$ cat config.mk
export PLATFORM = sky130hd
export DESIGN_NAME = rr_arb_mux
export DESIGN_NICKNAME = d
export VERILOG_FILES = /design/src/rtl/rr_arb_mux.sv
export SDC_FILE = /design/constraint.sdc
export NUM_CORES = 1
export LEC_CHECK = 0
export ABC_AREA = 1
export BUFFER_PORTS_ARGS = -buffer_cell sky130_fd_sc_hd__buf_4
export CORE_MARGIN = 8
export CORE_UTILIZATION = 35
export DETAILED_ROUTE_END_ITERATION = 12
export SETUP_SLACK_MARGIN = 0.2
export SLEW_MARGIN = 20
export SYNTH_ARGS = -nofsm -noshare
export SYNTH_HDL_FRONTEND = slang
export SYNTH_SLANG_ARGS = --single-unit
$ cat constraint.sdc
create_clock -name clk -period 2.2 [get_ports clk]
set_input_delay 0.44 -clock clk [delete_from_list [all_inputs] [get_ports clk]]
set_output_delay 0.44 -clock clk [all_outputs]
set_load 0.02 [all_outputs]
$ cat src/rtl/rr_arb_mux.sv
// N_CH-way arbiter feeding a single registered output stage.
// Round-robin or fixed-priority grant, full-throughput valid/ready.
module rr_arb_mux #(
  parameter int N_CH  = 4,
  parameter int DATAW = 4,
  parameter int MODE  = 0,
  localparam int CHW  = (N_CH > 1) ? $clog2(N_CH) : 1
) (
  input  logic                  clk,
  input  logic                  rst_n,
  input  logic [N_CH-1:0]       in_valid,
  input  logic [N_CH*DATAW-1:0] in_data,
  output logic [N_CH-1:0]       in_ready,
  output logic                  out_valid,
  output logic [DATAW-1:0]      out_data,
  output logic [CHW-1:0]        out_ch,
  input  logic                  out_ready
);

  logic [CHW-1:0]   last_grant;
  logic [N_CH-1:0]  grant;
  logic [CHW-1:0]   gnt_idx;
  logic             found;
  logic [CHW:0]     sum;
  logic [CHW-1:0]   ridx;
  logic [DATAW-1:0] sel_data;
  logic             load_en;

  assign load_en = !out_valid || out_ready;

  // Grant depends only on in_valid and last_grant, never on in_data.
  always_comb begin
    grant   = '0;
    gnt_idx = '0;
    found   = 1'b0;
    sum     = '0;
    ridx    = '0;
    if (MODE == 1) begin
      for (int k = 0; k < N_CH; k++) begin
        if (!found && in_valid[k]) begin
          grant[k] = 1'b1;
          gnt_idx  = CHW'(k);
          found    = 1'b1;
        end
      end
    end else begin
      for (int k = 1; k <= N_CH; k++) begin
        sum = {1'b0, last_grant} + (CHW+1)'(k);
        if (sum >= (CHW+1)'(N_CH))
          sum = sum - (CHW+1)'(N_CH);
        ridx = sum[CHW-1:0];
        if (!found && in_valid[ridx]) begin
          grant[ridx] = 1'b1;
          gnt_idx     = ridx;
          found       = 1'b1;
        end
      end
    end
  end

  always_comb begin
    sel_data = '0;
    for (int k = 0; k < N_CH; k++) begin
      if (grant[k])
        sel_data = in_data[k*DATAW +: DATAW];
    end
  end

  assign in_ready = (rst_n && load_en) ? grant : '0;

  always_ff @(posedge clk) begin
    if (!rst_n) begin
      out_valid  <= 1'b0;
      out_data   <= '0;
      out_ch     <= '0;
      last_grant <= CHW'(N_CH - 1);
    end else if (load_en) begin
      if (found) begin
        out_valid  <= 1'b1;
        out_data   <= sel_data;
        out_ch     <= gnt_idx;
        last_grant <= gnt_idx;
      end else begin
        out_valid  <= 1'b0;
      end
    end
  end

endmodule
After elaboration in Yosys (flattened, before gate mapping)

Cells that the tools add are included.

Register bits: 9
Input bits: 23
Output and inout port bits: 11

Add/sub/neg operators: 8
Order comparisons: 12
Muxes and demuxes: 38
Bitwise gates (word level): 3
Reductions and logical operators: 14

Operators by type and width:

| cell                                                                                | number |
|---|---|
| 4-bit 2-to-1 mux                                                                    | 9 |
| 2-bit 2-to-1 mux                                                                    | 8 |
| 1-bit 2-to-1 mux                                                                    | 13 |
| 3-bit greater-or-equal comparator, second input constant                            | 4 |
| 2-bit by 3-bit < comparator with 1-bit output, second input constant                | 4 |
| 4-bit bitwise OR                                                                    | 3 |
| 1-bit binary-select mux with 2-bit select                                           | 4 |
| 1-bit demux with 2-bit select                                                       | 4 |
| 2-bit by 1-bit greater-or-equal comparator with 1-bit output, second input constant | 4 |
| 1-bit logical AND                                                                   | 8 |
| 2-bit by 1-bit subtractor with 2-bit output, second input constant                  | 4 |
| 2-bit by 2-bit adder with 3-bit output, second input constant                       | 2 |
| 1-bit zero test                                                                     | 4 |
| 2-bit by 1-bit adder with 3-bit output, second input constant                       | 1 |
| 2-bit by 3-bit adder with 3-bit output, second input constant                       | 1 |
| 2-bit AND reduction                                                                 | 1 |
| 1-bit logical OR                                                                    | 1 |

Longest topological paths before layout

Depth after elaboration: 19
Gate-level depth with buffers: 13
Gate-level depth less buffers: 13

Worst setup path after synthesis

No wires, ideal clock.

Kind: register -> output
From: register last_grant[0]
To: output port in_ready[3]
Arrival time: 1.956 ns
Data required time: 1.760 ns
Setup slack: -0.196 ns
Cell stages (with the launch flop): 9
Path buffers: 0
Path through: dfxtp_1 > inv_2 > ha_1 > inv_1 > nand3_1 > nand3_2 > nor2_4 > nand2_1 > a31oi_1

Longest elaborated chain between the ends: 16

Ends and longest elaborated chain:

| item                                                                            | RTL line | RTL |
|---|---|---|
| start, declared                                                                 | 20       | `logic [CHW-1:0] last_grant;` |
| start signal, assigned                                                          | 76       | `last_grant <= CHW'(N_CH - 1);` |
| start signal, assigned                                                          | 82       | `last_grant <= gnt_idx;` |
| branches (longest 14 deep; another with 2-bit by 1-bit adder with 3-bit output) | -        |  |
| 4-bit 2-to-1 mux *                                                              | 52       | `if (!found && in_valid[ridx]) begin` |
| 4-bit 2-to-1 mux *                                                              | 69       | `assign in_ready = (rst_n && load_en) ? grant : '0;` |
| end, declared                                                                   | 13       | `output logic [N_CH-1:0] in_ready,` |

Every way passes the cells marked *. The select of a mux whose other input is x is not followed.

Worst setup path in the final report

From: register last_grant[0]
To: output port in_ready[0]

Same word-level chain as after synthesis.

==> reports/results.txt <==
Pin count of the biggest net entering global routing = 10
CTS Root Cell = clkbuf_4
Synthesized area per cell = 7.08 um2
CTS Sinks = 9
Fmax = 449 MHz
Synth warnings = 0
MaxCap Viol Count = 0
Library cells used by synthesis = 24
Number of core rows = 19
Final min period = 2230 ps
Clk buf depth = 2
Worst VDD drop = 0.925 mV
Slew of the pin with the lowest slew margin = 433 ps
Leak pwr = 0.794 nW
Failing checks = setup timing
Syn nets = 172
Crit share post-route = 101%
Routed WL = 3.23 mm
Placed cell count = 213
Vias in the first global route = 1220
First-pass GRT wire length = 5.40 mm
Layout Skew = 2.67 ps
Power, Total = 2.58 mW
GRT Total Usage = 13.0%
Gr ovfl total = 0
H-tree Lvls = 1
Hold path start = rst_n
Leading area contributor after synthesis = dfxtp_1
P per Cell Area = 1600 mW/mm2
Data arrival time of the worst path = 1790 ps
Chip width = 69.4 um
Core ar. = 0.00273 mm2
Worst setup path class = reg2out
Placed cell area = 0.00140 mm2
DP Worst Slack = 35.4 ps
Initial antenna violation count = 0
RSZ-0062 raised after global routing = true
Clock transition at path regs = 60 ps
Rel. slew slack = 70.7%
Layout Cells excl Fill = 230
Seq cells post-synth = 9
R2R setup slack = 170 ps
Worst setup SP type = flop
CTS Buf Count = 3
Sequential cell area = 185 um2
Mapped Area = 998 um2
Worst EP required = 1760 ps
DRT iter0 DRCs = 56
Die ar. = 0.00482 mm2
Final max-slew violation count = 0
Layout net count = 231
Mapped Cells = 141
Area of the multi-input gates = 853 um2
Worst-Skew Late Latency = 260 ps
Fin worst setup slack = -25.6 ps
Diode count = 0
Synth top area share = 18.0%
IO buf count = 33
Crit path capture type = output port
Routed Antenna Nets = 0
DP Wirelength = 2.50 mm
# IOs = 34
Layout area overhead = 61.7%
FF-to-FF Start = last_grant[0]
Setup-failing EPs final = 4
Critical Path Start = last_grant[0]
Layout cells sized above 1 = 56.3%
Top cells by area, synth = dfxtp_1 18%, nand2_1 14%, ha_1 10%
Design Area, Final = 0.00161 mm2
Vias per cell = 5.02
Post-synthesis sequential area ratio = 18.0%
Status = complete, but fails checks
Hold Path Class = in2reg
# fillers = 232
WL/cell = 14.0 um
RD Place Congestion = 0.905
Die Ht = 69.4 um
DR vias = 1154
DRC violation count after routing = 0
Initial DRT Pass Iterations = 4
Crit path max fanout = 6
Initial Utilization = 36.5%
CTS tree = yes
Final Hold Fails = 0
synthesized netlist by cell type:
cell type and number:
a21boi_1 1, nor2_4 2, a21oi_1 15, a21oi_4 1, a21oi_2 6, nor2_1 3, nand3_2 6, o211ai_1 2
o311ai_1 1, nand3_4 2, a31oi_1 2, a22oi_2 1, inv_1 17, o21ai_0 4, nand2_2 2, inv_2 2
a21boi_2 1, dfxtp_1 9, nand4_1 5, nand2_4 5, nand3_1 8, ha_1 8, nand2_1 37, a21boi_0 1
worst paths after layout:
check | depth (start not counted) | endpoint
worst max register to register | 13 | out_data[2]
worst min-delay path | 2 | last_grant[0]
worst min register to register | 2 | out_ch[0]
worst max-delay path | 9 | in_ready[0]
repair_timing:
| action | CTS | global route |
|---|---|---|
| hold buffers | 0 | 0 |
| hold endpoints to repair | 0 | 0 |
| setup endpoints to repair | 8 | 9 |
| resized for setup | 19 | 11 |
| buffers inserted | 10 | 3 |
| pin swaps | 6 | 8 |
sequential cells by signal, summed over array words and instances, names as in the netlist:
register,count
out_valid,1
out_data,4
out_ch,2
last_grant,2
power breakdown:
group | internal (mW) | leakage (nW) | total (mW) | switching [mW]
registers | 0.234 | 0.0748 | 0.271 | 0.0378
clock network | 0.0697 | 0.0150 | 0.124 | 0.0543
logic | 0.918 | 0.704 | 2.19 | 1.27
critical path, stage by stage (launching register included):
cell and delay [ps]:
dfxtp_4 370, inv_6 50, ha_4 290, inv_4 50, nand2_4 80, nand2_8 70, nor2_4 210, a21boi_2 120
a31oi_4 140, buf_6 130
per-stage QoR:
| step | hold WS (ps) | utilization, % | setup TNS [ps] |
|---|---|---|---|
| after floorplan | 538 | - | 0 |
| after global placement | 458 | 51.0 | 0 |
| after detailed placement | 464 | 51.0 | 0 |
| after CTS | 451 | 57.1 | -24.9 |
| after global routing | 459 | 59.0 | -424 |
| final | 447 | 59.0 | -71.6 |
routing by layer:
layer	track usage (%)	wire [um]	vias to the layer above
li1	-	-	597
met1	15.5	1420	528
met2	22.4	1650	23
met3	2.15	123	6
met4	4.78	39	0
met5	0	0	-
cell families after synthesis:
group | after synthesis | share of synthesized area (%)
simple gates | 70 | 40.9
compound gates | 35 | 23.9
buf+inv | 19 | 7.14
flops | 9 | 18.0
fa+ha+maj | 8 | 10.0
final cells by class:
class | instances | share of cell area, %
Clock buffer | 4 | 1.63
Inverter | 19 | 4.88
Multi-Input combinational cell | 113 | 52.9
Sequential cell | 9 | 11.5
Tap cell | 31 | 2.40
Timing Repair Buffer | 54 | 26.7
cell usage in the layout (no fill, tap or decap), types with 3 or more instances in the layout:
cell type and instances:
nor2_1 3, a21oi_2 11, nand2_1 28, clkbuf_4 3, ha_1 7, o21ai_0 4, inv_1 12, nand4_1 5
nand3_1 6, nand3_2 8, buf_6 7, buf_4 47, a21oi_1 10, nand2_2 11, nand2_4 4, dfxtp_1 7
inv_2 5
Power figures use the tool's default switching activity.
